[src/rtl/adc_scan_pkg.sv]
// adc_scan_pkg: shared widths, FSM encoding and next-channel search for the ADC scan sequencer
package adc_scan_pkg;
  localparam int ADC_DW = 12;
  localparam int ADC_AW = 3;
  localparam int CH_MAX = 8;
  typedef enum logic [1:0] {S_IDLE, S_ISSUE, S_WAIT, S_PUSH} state_e;
  // Lowest enabled channel strictly after cur, wrapping modulo n; cur itself if it is the only one.
  function automatic logic [ADC_AW-1:0] next_ch(input logic [CH_MAX-1:0] mask,
                                                input logic [ADC_AW-1:0] cur, input int n);
    logic [ADC_AW-1:0] idx;
    next_ch = cur;
    for (int i = CH_MAX; i >= 1; i--) begin
      idx = ADC_AW'((int'(cur) + i) % n);
      if (i <= n && mask[idx]) next_ch = idx;
    end
  endfunction
endpackage

[src/rtl/adc_scan_seq_if.sv]
// adc_scan_seq_if: tagged-sample valid/ready stream out of the scan sequencer
interface adc_scan_seq_if;
  import adc_scan_pkg::*;
  logic [ADC_DW-1:0] data;
  logic [ADC_AW-1:0] ch;
  logic valid;
  logic ready;
  modport master(output data, ch, valid, input ready);
  modport slave(input data, ch, valid, output ready);
endinterface

[src/rtl/adc_scan_timeout.sv]
// adc_scan_timeout: loadable down-counter, expired while the count sits at zero
module adc_scan_timeout #(
  parameter int TIMEOUT_CYC = 1024
) (
  input  logic clk,
  input  logic rst,
  input  logic load,
  input  logic en,
  output logic expired
);
  localparam int W = $clog2(TIMEOUT_CYC);
  logic [W-1:0] cnt_q, cnt_d;
  always_comb cnt_d = load ? W'(TIMEOUT_CYC - 1) : (en && cnt_q != '0) ? cnt_q - 1'b1 : cnt_q;
  always_ff @(posedge clk) cnt_q <= rst ? '0 : cnt_d;
  assign expired = cnt_q == '0;
endmodule

[src/rtl/adc_scan_seq.sv]
// adc_scan_seq: ADC128S052 channel-scan sequencer with pipelined channel tagging.
// Define ADC_SCAN_AVG_EN to average 2^AVG_LOG2 conversions per channel.
module adc_scan_seq import adc_scan_pkg::*; #(
  parameter int NUM_CH = 8,
`ifdef ADC_SCAN_AVG_EN
  parameter int AVG_LOG2 = 2,
`endif
  parameter int TIMEOUT_CYC = 1024
) (
  input  logic              clk,
  input  logic              rst,
  input  logic              i_start,
  input  logic              i_continuous,
  input  logic [NUM_CH-1:0] i_ch_mask,
  output logic              o_ADC_En,
  output logic [ADC_AW-1:0] o_ADC_addr,
  input  logic              i_ADC_Done,
  input  logic [ADC_DW-1:0] i_ADC_Dout,
  adc_scan_seq_if.master    st,
  output logic              o_busy,
  output logic              o_timeout_err
);
  state_e state_q, state_d;
  logic [NUM_CH-1:0] mask_q, mask_d, go_mask;
  logic [ADC_AW-1:0] addr_q, addr_d, tag_q, tag_d, ch_q, ch_d, nxt;
  logic [ADC_DW-1:0] data_q, data_d;
  logic dummy_q, dummy_d, flush_q, flush_d, err_q, err_d;
  logic go, first, expired;
`ifdef ADC_SCAN_AVG_EN
  logic [AVG_LOG2-1:0] rep_q, rep_d;
  logic [ADC_DW+AVG_LOG2-1:0] acc_q, acc_d, acc_sum;
`endif
  adc_scan_timeout #(.TIMEOUT_CYC(TIMEOUT_CYC)) u_tmo (
    .clk(clk), .rst(rst), .load(state_q == S_ISSUE), .en(state_q == S_WAIT), .expired(expired)
  );
  always_comb begin
    state_d = state_q;
    mask_d = mask_q;
    addr_d = addr_q;
    tag_d = tag_q;
    ch_d = ch_q;
    data_d = data_q;
    dummy_d = dummy_q;
    flush_d = flush_q;
    err_d = err_q;
    go = 1'b0;
    first = 1'b0;
    go_mask = mask_q;
`ifdef ADC_SCAN_AVG_EN
    rep_d = rep_q;
    acc_d = acc_q;
    acc_sum = acc_q + {{AVG_LOG2{1'b0}}, i_ADC_Dout};
`endif
    case (state_q)
      S_IDLE: if (i_start && i_ch_mask != '0) begin
        go = 1'b1;
        first = 1'b1;
        go_mask = i_ch_mask;
        err_d = 1'b0;
      end
      S_ISSUE: state_d = S_WAIT;
      S_WAIT: if (i_ADC_Done) begin
`ifdef ADC_SCAN_AVG_EN
        if (dummy_q) begin
          dummy_d = 1'b0;
          state_d = S_ISSUE;
        end else if (&rep_q) begin
          data_d = acc_sum[ADC_DW+AVG_LOG2-1:AVG_LOG2];
          ch_d = tag_q;
          state_d = S_PUSH;
        end else begin
          acc_d = acc_sum;
          rep_d = rep_q + 1'b1;
          state_d = S_ISSUE;
        end
`else
        if (dummy_q) go = 1'b1;
        else begin
          data_d = i_ADC_Dout;
          ch_d = tag_q;
          state_d = S_PUSH;
        end
`endif
      end else if (expired) begin
        err_d = 1'b1;
        state_d = S_IDLE;
      end
      S_PUSH: if (st.ready) begin
        if (!flush_q) go = 1'b1;
        else if (i_continuous && i_ch_mask != '0) begin
          go = 1'b1;
          first = 1'b1;
          go_mask = i_ch_mask;
        end else state_d = S_IDLE;
      end
    endcase
    nxt = next_ch(CH_MAX'(go_mask), first ? ADC_AW'(NUM_CH - 1) : addr_q, NUM_CH);
    if (go) begin
      state_d = S_ISSUE;
      mask_d = go_mask;
      addr_d = nxt;
`ifdef ADC_SCAN_AVG_EN
      tag_d = nxt;
      dummy_d = 1'b1;
      flush_d = next_ch(CH_MAX'(go_mask), nxt, NUM_CH) <= nxt;
      rep_d = '0;
      acc_d = '0;
`else
      // The ADC returns the previous frame's channel; wrapping back marks the flush frame.
      tag_d = addr_q;
      dummy_d = first;
      flush_d = !first && nxt <= addr_q;
`endif
    end
  end
  always_ff @(posedge clk) begin
    if (rst) begin
      state_q <= S_IDLE;
      mask_q <= '0;
      addr_q <= '0;
      tag_q <= '0;
      ch_q <= '0;
      data_q <= '0;
      dummy_q <= 1'b0;
      flush_q <= 1'b0;
      err_q <= 1'b0;
`ifdef ADC_SCAN_AVG_EN
      rep_q <= '0;
      acc_q <= '0;
`endif
    end else begin
      state_q <= state_d;
      mask_q <= mask_d;
      addr_q <= addr_d;
      tag_q <= tag_d;
      ch_q <= ch_d;
      data_q <= data_d;
      dummy_q <= dummy_d;
      flush_q <= flush_d;
      err_q <= err_d;
`ifdef ADC_SCAN_AVG_EN
      rep_q <= rep_d;
      acc_q <= acc_d;
`endif
    end
  end
  assign o_ADC_En = state_q == S_ISSUE;
  assign o_ADC_addr = addr_q;
  assign st.data = data_q;
  assign st.ch = ch_q;
  assign st.valid = state_q == S_PUSH;
  assign o_busy = state_q != S_IDLE;
  assign o_timeout_err = err_q;
endmodule
[src/flat_wrapper.sv]
// flat-port wrapper written by rule: the top's interface ports become plain ports
module adc_scan_seq_flat import adc_scan_pkg::*;
#(
  parameter int NUM_CH = 8,

  parameter int TIMEOUT_CYC = 1024
)
  (clk, rst, i_start, i_continuous, i_ch_mask, o_ADC_En, o_ADC_addr, i_ADC_Done, i_ADC_Dout, o_busy, o_timeout_err, st_data, st_ch, st_valid, st_ready);
  adc_scan_seq_if st_i ();
  input  logic clk;
  input  logic rst;
  input  logic i_start;
  input  logic i_continuous;
  input  logic [NUM_CH-1:0] i_ch_mask;
  output logic o_ADC_En;
  output logic [ADC_AW-1:0] o_ADC_addr;
  input  logic i_ADC_Done;
  input  logic [ADC_DW-1:0] i_ADC_Dout;
  output logic o_busy;
  output logic o_timeout_err;
  output wire logic [$bits(st_i.data)-1:0] st_data;
  output wire logic [$bits(st_i.ch)-1:0] st_ch;
  output wire logic [$bits(st_i.valid)-1:0] st_valid;
  input wire logic [$bits(st_i.ready)-1:0] st_ready;
  assign st_data = st_i.data;
  assign st_ch = st_i.ch;
  assign st_valid = st_i.valid;
  assign st_i.ready = st_ready;
  adc_scan_seq #(.NUM_CH(NUM_CH), .TIMEOUT_CYC(TIMEOUT_CYC)) u_core (.clk(clk), .rst(rst), .i_start(i_start), .i_continuous(i_continuous), .i_ch_mask(i_ch_mask), .o_ADC_En(o_ADC_En), .o_ADC_addr(o_ADC_addr), .i_ADC_Done(i_ADC_Done), .i_ADC_Dout(i_ADC_Dout), .st(st_i), .o_busy(o_busy), .o_timeout_err(o_timeout_err));
endmodule
[config.mk]
export PLATFORM = sky130hd
export DESIGN_NAME = adc_scan_seq_flat
export DESIGN_NICKNAME = d
export VERILOG_FILES = /design/src/rtl/adc_scan_pkg.sv /design/src/rtl/adc_scan_seq_if.sv /design/src/rtl/adc_scan_timeout.sv /design/src/rtl/adc_scan_seq.sv /design/src/flat_wrapper.sv
export SDC_FILE = /design/constraint.sdc
export NUM_CORES = 1
export LEC_CHECK = 0
export ABC_AREA = 1
export BUFFER_PORTS_ARGS = -buffer_cell sky130_fd_sc_hd__buf_2
export CAP_MARGIN = 20
export CORE_ASPECT_RATIO = 0.5
export CORE_MARGIN = 8
export CORE_UTILIZATION = 60
export DETAILED_ROUTE_END_ITERATION = 12
export GPL_TIMING_DRIVEN = 0
export PLACE_DENSITY = 0.89
export SYNTH_ARGS = -nofsm -noshare
export SYNTH_HDL_FRONTEND = slang
export SYNTH_SLANG_ARGS = --single-unit
[constraint.sdc]
create_clock -name clk -period 6.1 [get_ports clk]
set_input_delay 1.22 -clock clk [delete_from_list [all_inputs] [get_ports clk]]
set_output_delay 1.22 -clock clk [all_outputs]
set_load 0.05 [all_outputs]
After elaboration in Yosys (flattened, before gate mapping)

Index checks and enable logic that the tools add are counted.

Bitwise logic cells: 1
Magnitude comparators: 9
Equality and inequality tests: 16
$add $sub $neg: 9
Multiplexer cells: 54
Reduce and logical (&&, ||, !) cells: 19

Operators with widths:

| operator              | number |
|---|---|
| $lt 3x4->1 const B    | 8 |
| $mux 8                | 4 |
| $mux 3                | 9 |
| $bmux 1 s3            | 8 |
| $mux 1                | 20 |
| $mux 10               | 2 |
| $pmux 8 s2            | 1 |
| $add 3x3->3 const B   | 4 |
| $mux 2                | 6 |
| $reduce_and 6->1      | 2 |
| $logic_not 10->1      | 1 |
| $reduce_bool 10->1    | 1 |
| $sub 10x1->10 const B | 1 |
| $ne 2x1->1 const B    | 4 |
| $reduce_bool 8->1     | 1 |
| $add 3x1->3 const B   | 2 |
| $add 3x2->3 const B   | 2 |
| $ne 3x1->1 const B    | 2 |
| $ne 3x2->1 const B    | 2 |
| $pmux 2 s3            | 1 |
| $reduce_bool 2->1     | 3 |
| $eq 2x2->1 const B    | 2 |
| $logic_and 1x1->1     | 4 |
| $ne 2x2->1 const B    | 2 |
| 15 further kinds      | 16 |

Output and inout port bits: 22
Input bits: 26
Register bits: 44

Longest topological paths before layout

Gate-level depths: netlist of the first run.

Depth after elaboration: 20
Gate-level depth with buffers: 29
Depth with buffers taken out: 29

Modules after synthesis

From an unflattened synthesis of the first run, not the netlist that was laid out.

Cells, all modules: 455
Area, all modules: 2945.3 sq um

By module, submodules not included:

| module           | cells an instance | instances | area an instance (sq um) |
|---|---|---|---|
| adc_scan_seq     | 348               | 1         | 2264.7 |
| adc_scan_timeout | 107               | 1         | 680.7 |

Worst setup path after synthesis of the first run

OpenSTA, ideal clock, no wires.

Path type: input to register
Start point: input i_ch_mask[4]
End point: register u_core.flush_q
Arrival: 3.813 ns
Setup slack: 2.200 ns
Cell stages on the path: 26
Cell sequence: inv_1 -> nand2_1 -> nor2_2 -> nand2_4 -> nand4_4 -> nand2_8 -> nand2_8 -> nand2_4 -> clkinv_2 -> ha_1 -> xnor2_1 -> nand3_1 -> nand2_1 -> nand2_1 -> nand3b_1 -> nand2_1 -> nand2_1 -> nand2_1 -> nand2_1 -> a21boi_1 -> ha_1 -> nand2_1 -> nor2_1 -> a211oi_1 -> a31oi_1 -> o31ai_1

Cells in the longest elaborated chain, start to end: 20
Elaborated cells on any way between the ends: 52
Those cells by class: add/sub: 8; order compare: 1; mux: 38; reduce/logical: 5

RTL lines:

| what                         | line                                   | RTL |
|---|---|---|
| from (decl)                  | flat_wrapper.sv:14                     | `input logic [NUM_CH-1:0] i_ch_mask;` |
| $reduce_bool 8->1            | adc_scan_seq.sv:55, adc_scan_seq.sv:90 |  |
| $logic_and 1x1->1            | adc_scan_seq.sv:90                     | `else if (i_continuous && i_ch_mask != '0) begin` |
| $mux 1                       | adc_scan_seq.sv:90                     |  |
| $mux 1                       | adc_scan_seq.sv:89                     | `if (!flush_q) go = 1'b1;` |
| $mux 1                       | adc_scan_seq.sv:88                     | `S_PUSH: if (st.ready) begin` |
| $pmux 1 s2                   | adc_scan_seq.sv:54                     | `case (state_q)` |
| $mux 3                       | adc_scan_seq.sv:97                     | `nxt = next_ch(CH_MAX'(go_mask), first ? ADC_AW'(NUM_CH - 1) : addr_q, NUM_CH);` |
| $add 3x1->3                  | adc_scan_pkg.sv:13                     | `idx = ADC_AW'((int'(cur) + i) % n);` |
| $bmux 1 s3                   | adc_scan_pkg.sv:14                     | `if (i <= n && mask[idx]) next_ch = idx;` |
| $mux 1 (implied by the code) | adc_scan_pkg.sv:14                     |  |
| $mux 3 (7 in a row)          | adc_scan_pkg.sv:14                     |  |
| $mux 3 (*)                   | adc_scan_pkg.sv:14                     |  |
| named net u_core.nxt[1]      | adc_scan_seq.sv:25                     | `logic [ADC_AW-1:0] addr_q, addr_d, tag_q, tag_d, ch_q, ch_d, nxt;` |
| $le 3x3->1 (*)               | adc_scan_seq.sv:112                    | `flush_d = !first && nxt <= addr_q;` |
| $logic_and 1x1->1 (*)        | adc_scan_seq.sv:112                    |  |
| to (signal assigned)         | adc_scan_seq.sv:139                    | `flush_q <= flush_d;` |
| to (decl)                    | adc_scan_seq.sv:27                     | `logic dummy_q, dummy_d, flush_q, flush_d, err_q, err_d;` |

The timed path passes the listed nets; every way through them passes the cells marked *. The select of a mux whose other input is x is not followed.
A chain may end at the register's enable or synchronous reset.

Final worst setup path of the first run

Same ends and word-level chain as after synthesis.

==> impl_results.md, run 1 <==
- Clock root buffer: clkbuf_8
- Kind of critical path: in2reg
- Drt total wl: 6590 um
- Fill count: 366
- CTS buffer count: 5
- Top cells by area, synth: dfxtp_1 (32%), nand2_1 (13%), nand3_1 (8.1%)
- First-pass GRT wire length: 11,000 um
- RSZ-0062 raised after global routing: false
- Die area: 7070 um2
- Post-synth EDFFs: 0
- Worst setup path end: u_core.flush_q$_SDFFE_PP0P_
- FP Rows: 17
- Worst setup EP type: register
- Most common cell in the synthesized netlist: nand2_1
- Post-synth top area share: 0.324
- Setup crit start kind: input pin
- Largest net degree at the start of global routing: 15
- Status: finished clean
- WL per Instance: 12.7 um
- Synth area leader: dfxtp_1
- Worst Setup SP: i_ch_mask[4]
- DR DRC count: 0
- Final setup fails: 0
- Remaining global-route overflow: 0
- Core Area: 4380 um2
- Layout Nets: 496
- Period minus WS final: 4.23 ns
- Crit path arrival time: 4.42 ns
- Critical path fanouts, max: 9
- IO Pins: 48
- Fmax: 237 MHz
- FF-to-FF Start: u_core.state_q[0]$_SDFFE_PP0P_
- Hold-fix buffers, CTS: 0
- Avg Inst Size Synth: 6.70 um2
- FF+latch count, synth: 44
- GPL Wtd Cong: 0.911
- Reg-to-reg slack, setup: 2.39 ns
- Top cells by instance count after synthesis: nand2_1 (97), inv_1 (55), dfxtp_1 (44), nand3_1 (44), nor2_1 (43)
- Die width: 111 um
- Mapped Area: 2720 um2
- Ys Warns: 0
- Antenna cells: 0
- Worst Hold Class: reg2reg
- H-tree Lvls: 2
- Final Max Tran Viols: 0
- Slew margin rel.: 0.614
- Req. time, crit path: 6.30 ns
- Initial drt markers: 224
- Via/cell ratio: 5.34
- Post-cts gate resize count: 0
- Layout area overhead: 15.7%
- FFs w/ async S/R, synth: 0
- Clock skew: 0.0102 ns
- Vias in the first global route: 2,448
- Post-DRT Antenna Nets: 0
- Util after Layout: 0.718
- Final TNS setup: 0 ns
- Post-DP HPWL: 5030 um
- Pre-antenna DRT Iters: 5
- R2R cell count: 24
- Longest Clk Path Bufs: 2
- Syn Nets: 442
- Final Hold Violating Endpoints: 0
- Initial Util: 0.621
- Maxcap violations: 0
- Clk_lat worst skew: 0.30 ns
- Ys flop type: dfxtp_1
- R2r endpoint: u_core.flush_q$_SDFFE_PP0P_
- Initial antenna violation count: 0
- Port bufs: 47
- Layout cell share with drive strength beyond 1: 0.182
- Cell count after synthesis: 406
- Synth cell types: 38
- Slew @ Worst Pin: 0.580 ns
- Clock Sinks: 44
- CTS tree: yes
- Via count: 2,768
- Setup repair bufs after CTS: 0
- Clk pin slew, worst setup/hold paths: 0.09 ns
- Seq/Total Area, Yosys: 0.324
- Die Y: 63.6 um
- Total track usage: 0.182
- Crit share post-route: 0.693
## cell usage in the layout (no fill, tap or decap), types with 2 or more instances in the layout
master	synthesis	layout
nand2_1	97	97
inv_1	55	55
buf_2	0	47
nand3_1	44	44
dfxtp_1	44	44
nor2_1	43	43
o21ai_0	32	32
a21oi_1	18	18
ha_1	10	10
a31oi_1	7	7
clkbuf_1	6	6
clkbuf_8	0	6
inv_2	5	5
a22o_1	5	5
nand2_4	4	4
nand2_2	4	4
o22ai_1	3	3
nor2_2	2	2
nand2_8	2	2
nand3_2	2	2
xor2_2	2	2
nand3b_1	2	2
nor3_1	2	2
## critical path, cell delays in order
cell	delay, ns
buf_2	0.09
inv_1	0.03
nand2_1	0.08
nor2_2	0.06
nand2_4	0.11
nand4_4	0.12
nand2_8	0.14
nand2_8	0.09
nand2_4	0.12
clkinv_2	0.14
ha_1	0.36
inv_1	0.15
nand3_1	0.10
nand2_1	0.12
nand2_2	0.07
nand2_2	0.08
a21oi_1	0.04
nand2_1	0.06
nand2_1	0.05
nand2_1	0.05
nand2_1	0.08
a21boi_1	0.15
ha_1	0.26
nand2_1	0.08
nor2_1	0.04
a211oi_1	0.16
a31oi_1	0.08
o31ai_1	0.27
## worst min path at each step
stage               slack (ns)  cells past startpoint                         startpoint                                end
floorplan                 0.43                      2       u_core.tag_q[2]$_SDFFE_PP0P_       u_core.tag_q[2]$_SDFFE_PP0P_
CTS                       0.45                      2  u_core.o_timeout_err$_SDFFE_PP0P_  u_core.o_timeout_err$_SDFFE_PP0P_
detailed placement        0.44                      2  u_core.o_timeout_err$_SDFFE_PP0P_  u_core.o_timeout_err$_SDFFE_PP0P_
global route              0.47                      2       u_core.tag_q[1]$_SDFFE_PP0P_       u_core.st.ch[1]$_SDFFE_PP0P_
finish                    0.45                      2  u_core.o_timeout_err$_SDFFE_PP0P_  u_core.o_timeout_err$_SDFFE_PP0P_
global placement          0.44                      2  u_core.o_timeout_err$_SDFFE_PP0P_  u_core.o_timeout_err$_SDFFE_PP0P_
## kinds of logic after synthesis
logic type      after synthesis  synth area share
simple gates                208             0.361
xor+xnor                      3            0.0152
buf+inv                      67            0.0929
compound gates               74             0.161
flops                        44             0.324
fa+ha+maj                    10            0.0460
## state kept, by name, summed over array words and instances, names as in the netlist, 2 cells and up
| register | count |
|---|---|
| u_core.o_ADC_addr | 3 |
| u_core.mask_q | 8 |
| u_core.st.data | 12 |
| u_core.u_tmo.cnt_q | 10 |
| u_core.tag_q | 3 |
| u_core.state_q | 2 |
| u_core.st.ch | 3 |
## layer usage
metal,global-route usage,vias to the layer above,share of wire
li1,-,1428,-
met1,0.217,1240,0.44
met2,0.309,84,0.48
met3,0.0425,16,0.059
met4,0.0725,0,0.021
met5,0,-,0
## stage by stage
step           worst slack (ns)  hold WS, ns  std cells  cell area (um2)
6_report                   1.87        0.450        518             3150
5_1_grt                    1.64        0.471        518             3150
4_1_cts                    1.91        0.452        518             3150
3_5_place_dp               1.64        0.438        510             3030
3_3_place_gp               1.69        0.437        510             3030
2_1_floorplan              2.20        0.429        406             2720
## area by class of cell
cell class | count | area, um2 | share of cell area
inverter | 61 | 230 | 0.0731
clock buffer | 6 | 82.6 | 0.0262
sequential | 44 | 881 | 0.280
buffer | 6 | 22.5 | 0.00715
clock inverter | 2 | 38.8 | 0.0123
timing repair buffer | 47 | 235 | 0.0747
tap | 57 | 71.3 | 0.0227
multi-input combinational | 295 | 1590 | 0.504
Power of run 1 is not shown: default switching activity piles up to over one toggle a cycle in this logic, so the estimate is an artifact.
==> run 2, diff against run 1 <==
--- a/config.mk
+++ b/config.mk
@@ -5,15 +5,15 @@
 export SDC_FILE = /design/constraint.sdc
 export NUM_CORES = 1
 export LEC_CHECK = 0
-export ABC_AREA = 1
+export ABC_AREA = 0
 export BUFFER_PORTS_ARGS = -buffer_cell sky130_fd_sc_hd__buf_2
 export CAP_MARGIN = 20
 export CORE_ASPECT_RATIO = 0.5
 export CORE_MARGIN = 8
-export CORE_UTILIZATION = 60
+export CORE_UTILIZATION = 57
 export DETAILED_ROUTE_END_ITERATION = 12
 export GPL_TIMING_DRIVEN = 0
-export PLACE_DENSITY = 0.89
+export PLACE_DENSITY = 0.84
 export SYNTH_ARGS = -nofsm -noshare
 export SYNTH_HDL_FRONTEND = slang
 export SYNTH_SLANG_ARGS = --single-unit
==> constraint.sdc (replaced) <==
create_clock -name clk -period 4.2 [get_ports clk]
set_input_delay 0.84 -clock clk [delete_from_list [all_inputs] [get_ports clk]]
set_output_delay 0.84 -clock clk [all_outputs]
set_load 0.05 [all_outputs]
==> run 2 against run 1 <==
Net effect: the flow now finishes with violations (negative setup slack); die area rose by 13%; flip-flop and latch count did not move; via count rose by 24%; design area rose by 20%; first-iteration DRC count rose by 74%; critical path depth fell by 9; core utilization rose by 3.9 points; non-clock buffer count rose by 21; synthesized cell count fell by 0.49%; wire length rose by 45%; clock skew fell by 0.0027 ns.
==> impl_results.md, run 2 <==
- Status: complete, but fails checks
- Failing checks: negative setup slack
- Final TNS setup: -0.0232 ns (-0.0232 ns)
- Via count: 3,419 (+24%)
- Bufs and invs on worst path: 5 (+1)
- Period minus WS final: 4.22 ns
- Cell count after synthesis: 404 (-0.49%)
- Top cells by area, synth: dfxtp_1 (29%), nand2_1 (7.7%), nor2_1 (5.9%)
- Ys flop type: dfxtp_1
- Final setup fails: 1 (+1)
- Worst setup path end: u_core.flush_q$_SDFFE_PP0P_
- Reg-to-reg slack, setup: 0.07 ns (-2.32 ns)
- Finished Cell Area: 3790 um2 (+20%)
- Post-DP HPWL: 6850 um (+36%)
- Setup crit start kind: input pin
- Crit share post-route: 1.01
- Post-DRT Antenna Nets: 0 (unchanged)
- Sequential Power Share: 0.174
- Worst setup EP type: register
- First-pass GRT wire length: 14,900 um (+36%)
- Cell internal pwr: 1730 uW
- FF-to-FF Start: u_core.state_q[0]$_SDFFE_PP0P_
- Remaining global-route overflow: 0 (unchanged)
- Clock skew: 0.00750 ns (-0.00268 ns)
- Mapped Area: 3010 um2 (+10%)
- R2r endpoint: u_core.flush_q$_SDFFE_PP0P_
- WL per Instance: 17.8 um (+40%)
- Fmax: 237 MHz
- Gate power share: 0.725
- Clock network fraction of design power: 0.101
- CTS tree: yes
- Synth area leader: dfxtp_1
- Largest register FFs: 12 (unchanged)
- Maxcap violations: 0 (unchanged)
- Fin cells: 538 (+3.9%)
- Cell breakdown of the critical path: buf_6 -> or4_4 -> o221ai_4 -> buf_6 -> nand2_8 -> ha_4 -> inv_6 -> buf_6 -> a22oi_2 -> a32oi_2 -> a2111oi_4 -> buf_4 -> nor3_2 -> a21oi_2 -> ha_1 -> o21a_1 -> o21ai_1 -> nand3_1 -> a21oi_1
- Max incr delay on CP: 0.59 ns (+0.23 ns)
- Most used cell, CP: buf_6
- Kind of critical path: in2reg
- Switching power total: 1750 uW
- Most frequent cells in the layout: nand2_1 (60), nor2_1 (46), buf_2 (44), dfxtp_1 (44), a21oi_1 (33)
- Clock Sinks: 44 (unchanged)
- Clk pin slew, worst setup/hold paths: 0.08 ns (about the same)
- Initial drt markers: 390 (+74%)
- Maximum VDD drop: 901 uV
- Critical path fanouts, max: 6 (-3)
- Slowest-stage cell, CP: or4_4
- Placed Cells: 520 (+2.0%)
- Power Total: 3480 uW
- Switch share: 0.502
- Post-synth top area share: 0.293 (-0.0307)
- CTS buffer count: 5 (unchanged)
- IO Pins: 48 (unchanged)
- Worst Setup SP: i_ch_mask[0]
- Critical path's top delay family: compound AO/OA/AOI/OAI gates
- Ys Warns: 0 (unchanged)
- Final Max Tran Viols: 0 (unchanged)
- Die area: 7990 um2 (+13%)
- Synth cell types: 65 (+71%)
- FF+latch count, synth: 44 (unchanged)
- Slew margin rel.: 0.487 (-0.127)
- Pre-CTS worst setup slack: -0.644 ns (-2.28 ns)
- Layout cell share with drive strength beyond 1: 0.244 (+0.0614)
- Post-synth EDFFs: 0 (unchanged)
- Layout Nets: 503 (+1.4%)
- Final Hold Violating Endpoints: 0 (unchanged)
- Post-DP Area: 3360 um2 (+11%)
- Via/cell ratio: 6.36 (+19%)
- R2R cell count: 17 (-29%)
- Pre-antenna DRT Iters: 5 (unchanged)
- H-tree Lvls: 2 (unchanged)
- Drt total wl: 9590 um (+45%)
- Total track usage: 0.225 (+0.0429)
- DR DRC count: 0 (unchanged)
- Leak pwr: 0.00145 uW
- Initial antenna violation count: 0 (unchanged)
- Largest net degree at the start of global routing: 15 (unchanged)
- Seq/Total Area, Yosys: 0.293 (-0.0307)
- RSZ-0062 raised after global routing: true
- Syn Nets: 440 (-0.45%)
- Crit. path cell count: 19 (-32%)
- Final setup margin: -0.0232 ns (-1.90 ns)
- Most common cell in the synthesized netlist: nand2_1
- Longest Clk Path Bufs: 2 (unchanged)
- Avg Inst Size Synth: 7.44 um2 (+11%)
- Most common cell after layout, fill and taps aside: nand2_1
- Worst Hold Class: reg2reg
- Clk_lat worst skew: 0.30 ns (about the same)
- GPL Wtd Cong: 0.962 (+5.6%)
- Port bufs: 46 (-2.1%)
- Core Area: 5000 um2 (+14%)
- Crit path arrival time: 4.46 ns (+0.04 ns)
- Die width: 119 um (+6.7%)
- Power density cells: 918 nW/um2
- Antenna cells: 0 (unchanged)
- Top cells by instance count after synthesis: nand2_1 (62), nor2_1 (47), dfxtp_1 (44)
- Slew @ Worst Pin: 0.770 ns (+0.190 ns)
- FP Rows: 18 (+1)
- Initial Util: 0.601 (-0.0197)
- Req. time, crit path: 4.43 ns (-1.87 ns)
- Clock root buffer: clkbuf_8
- Vias in the first global route: 3,115 (+27%)
- FFs w/ async S/R, synth: 0 (unchanged)
- Layout area overhead: 26.1%
- Die Y: 67.3 um (+5.9%)
run 2: cell count changes after synthesis, sizes merged, moves of 7 or more:
| cell | previous run | this run |
|---|---|---|
| o21ai | 34 | 22 |
| nand3 | 47 | 17 |
| nand2 | 107 | 62 |
| o211ai | 1 | 12 |
| a22oi | 0 | 14 |
| inv | 60 | 15 |
| clkbuf | 6 | 13 |
| a21oi | 19 | 36 |
run 2: kinds of logic after synthesis:
family,after synthesis,synth area share
and+or+nand+nor,166,0.252
AOI/OAI and AO/OA,133,0.310
DFF,44,0.293
buffers and inverters,35,0.0475
xor gates and xnor gates,13,0.0379
adders and majority gates,10,0.0416
muxes,3,0.0183
run 2: layout make-up:
class                      instances  area [um2]
multi-input combinational        325        2210
fill                             388        1210
sequential                        44         881
timing repair buffer              58         339
tap                               70        87.6
clock buffer                       6        82.6
buffer                            16        76.3
inverter                          17        68.8
clock inverter                     2        38.8
run 2: worst reg2reg max path: stages, from the launching register on:
cell	delay, ns
dfxtp_1	0.43
ha_4	0.22
nand4_1	0.21
a221oi_4	0.40
buf_4	0.22
buf_2	0.24
o21ai_0	0.13
a2111o_1	0.46
o21ai_0	0.15
a22oi_1	0.14
o22ai_1	0.33
o221ai_2	0.16
a21oi_2	0.25
ha_1	0.29
o21a_1	0.11
o21ai_1	0.12
nand3_1	0.08
a21oi_1	0.15
run 2: through the flow:
stage | utilization | hold slack, ns
5_1_grt | 0.758 | 0.472
3_5_place_dp | 0.672 | 0.448
3_3_place_gp | 0.672 | 0.439
2_1_floorplan | - | 0.432
4_1_cts | 0.735 | 0.457
6_report | 0.758 | 0.462
run 2: metal layers:
layer,share of wire,wire (um),vias up,global-route usage
met5,0,0,-,0
met4,0.016,155,0,0.0733
met3,0.079,755,16,0.0582
met2,0.46,4430,169,0.389
met1,0.44,4250,1624,0.274
li1,-,-,1610,-
run 2: worst min-delay path by stage:
stage | startpoint | endpoint | depth (start not counted)
final | u_core.st.data[0]$_SDFFE_PP0P_ | u_core.st.data[0]$_SDFFE_PP0P_ | 2
after global routing | u_core.st.ch[2]$_SDFFE_PP0P_ | u_core.st.ch[2]$_SDFFE_PP0P_ | 2
after CTS | u_core.tag_q[2]$_SDFFE_PP0P_ | u_core.st.ch[2]$_SDFFE_PP0P_ | 2
after detailed placement | u_core.st.data[6]$_SDFFE_PP0P_ | u_core.st.data[6]$_SDFFE_PP0P_ | 2
after global placement | u_core.st.data[0]$_SDFFE_PP0P_ | u_core.st.data[0]$_SDFFE_PP0P_ | 2
after floorplan | u_core.tag_q[0]$_SDFFE_PP0P_ | u_core.st.ch[0]$_SDFFE_PP0P_ | 2
run 2: repair_timing:
action                                  4_1_cts  5_1_grt
buffers inserted                              7        5
gates cloned                                  0        0
gates resized for setup                      25       23
pin swaps                                    12       17
hold buffers                                  0        0
endpoints found under the setup margin        1        1
run 2: power groups by stage:
stage,Combinational [uW],Clock (uW),Sequential (uW)
finish,2520,351,605
global route,2700,364,615
CTS,2280,354,598
detailed placement,2010,0,606
global placement,1960,0,599
floorplan,1510,0,655
(Power assumes the default switching activity.)
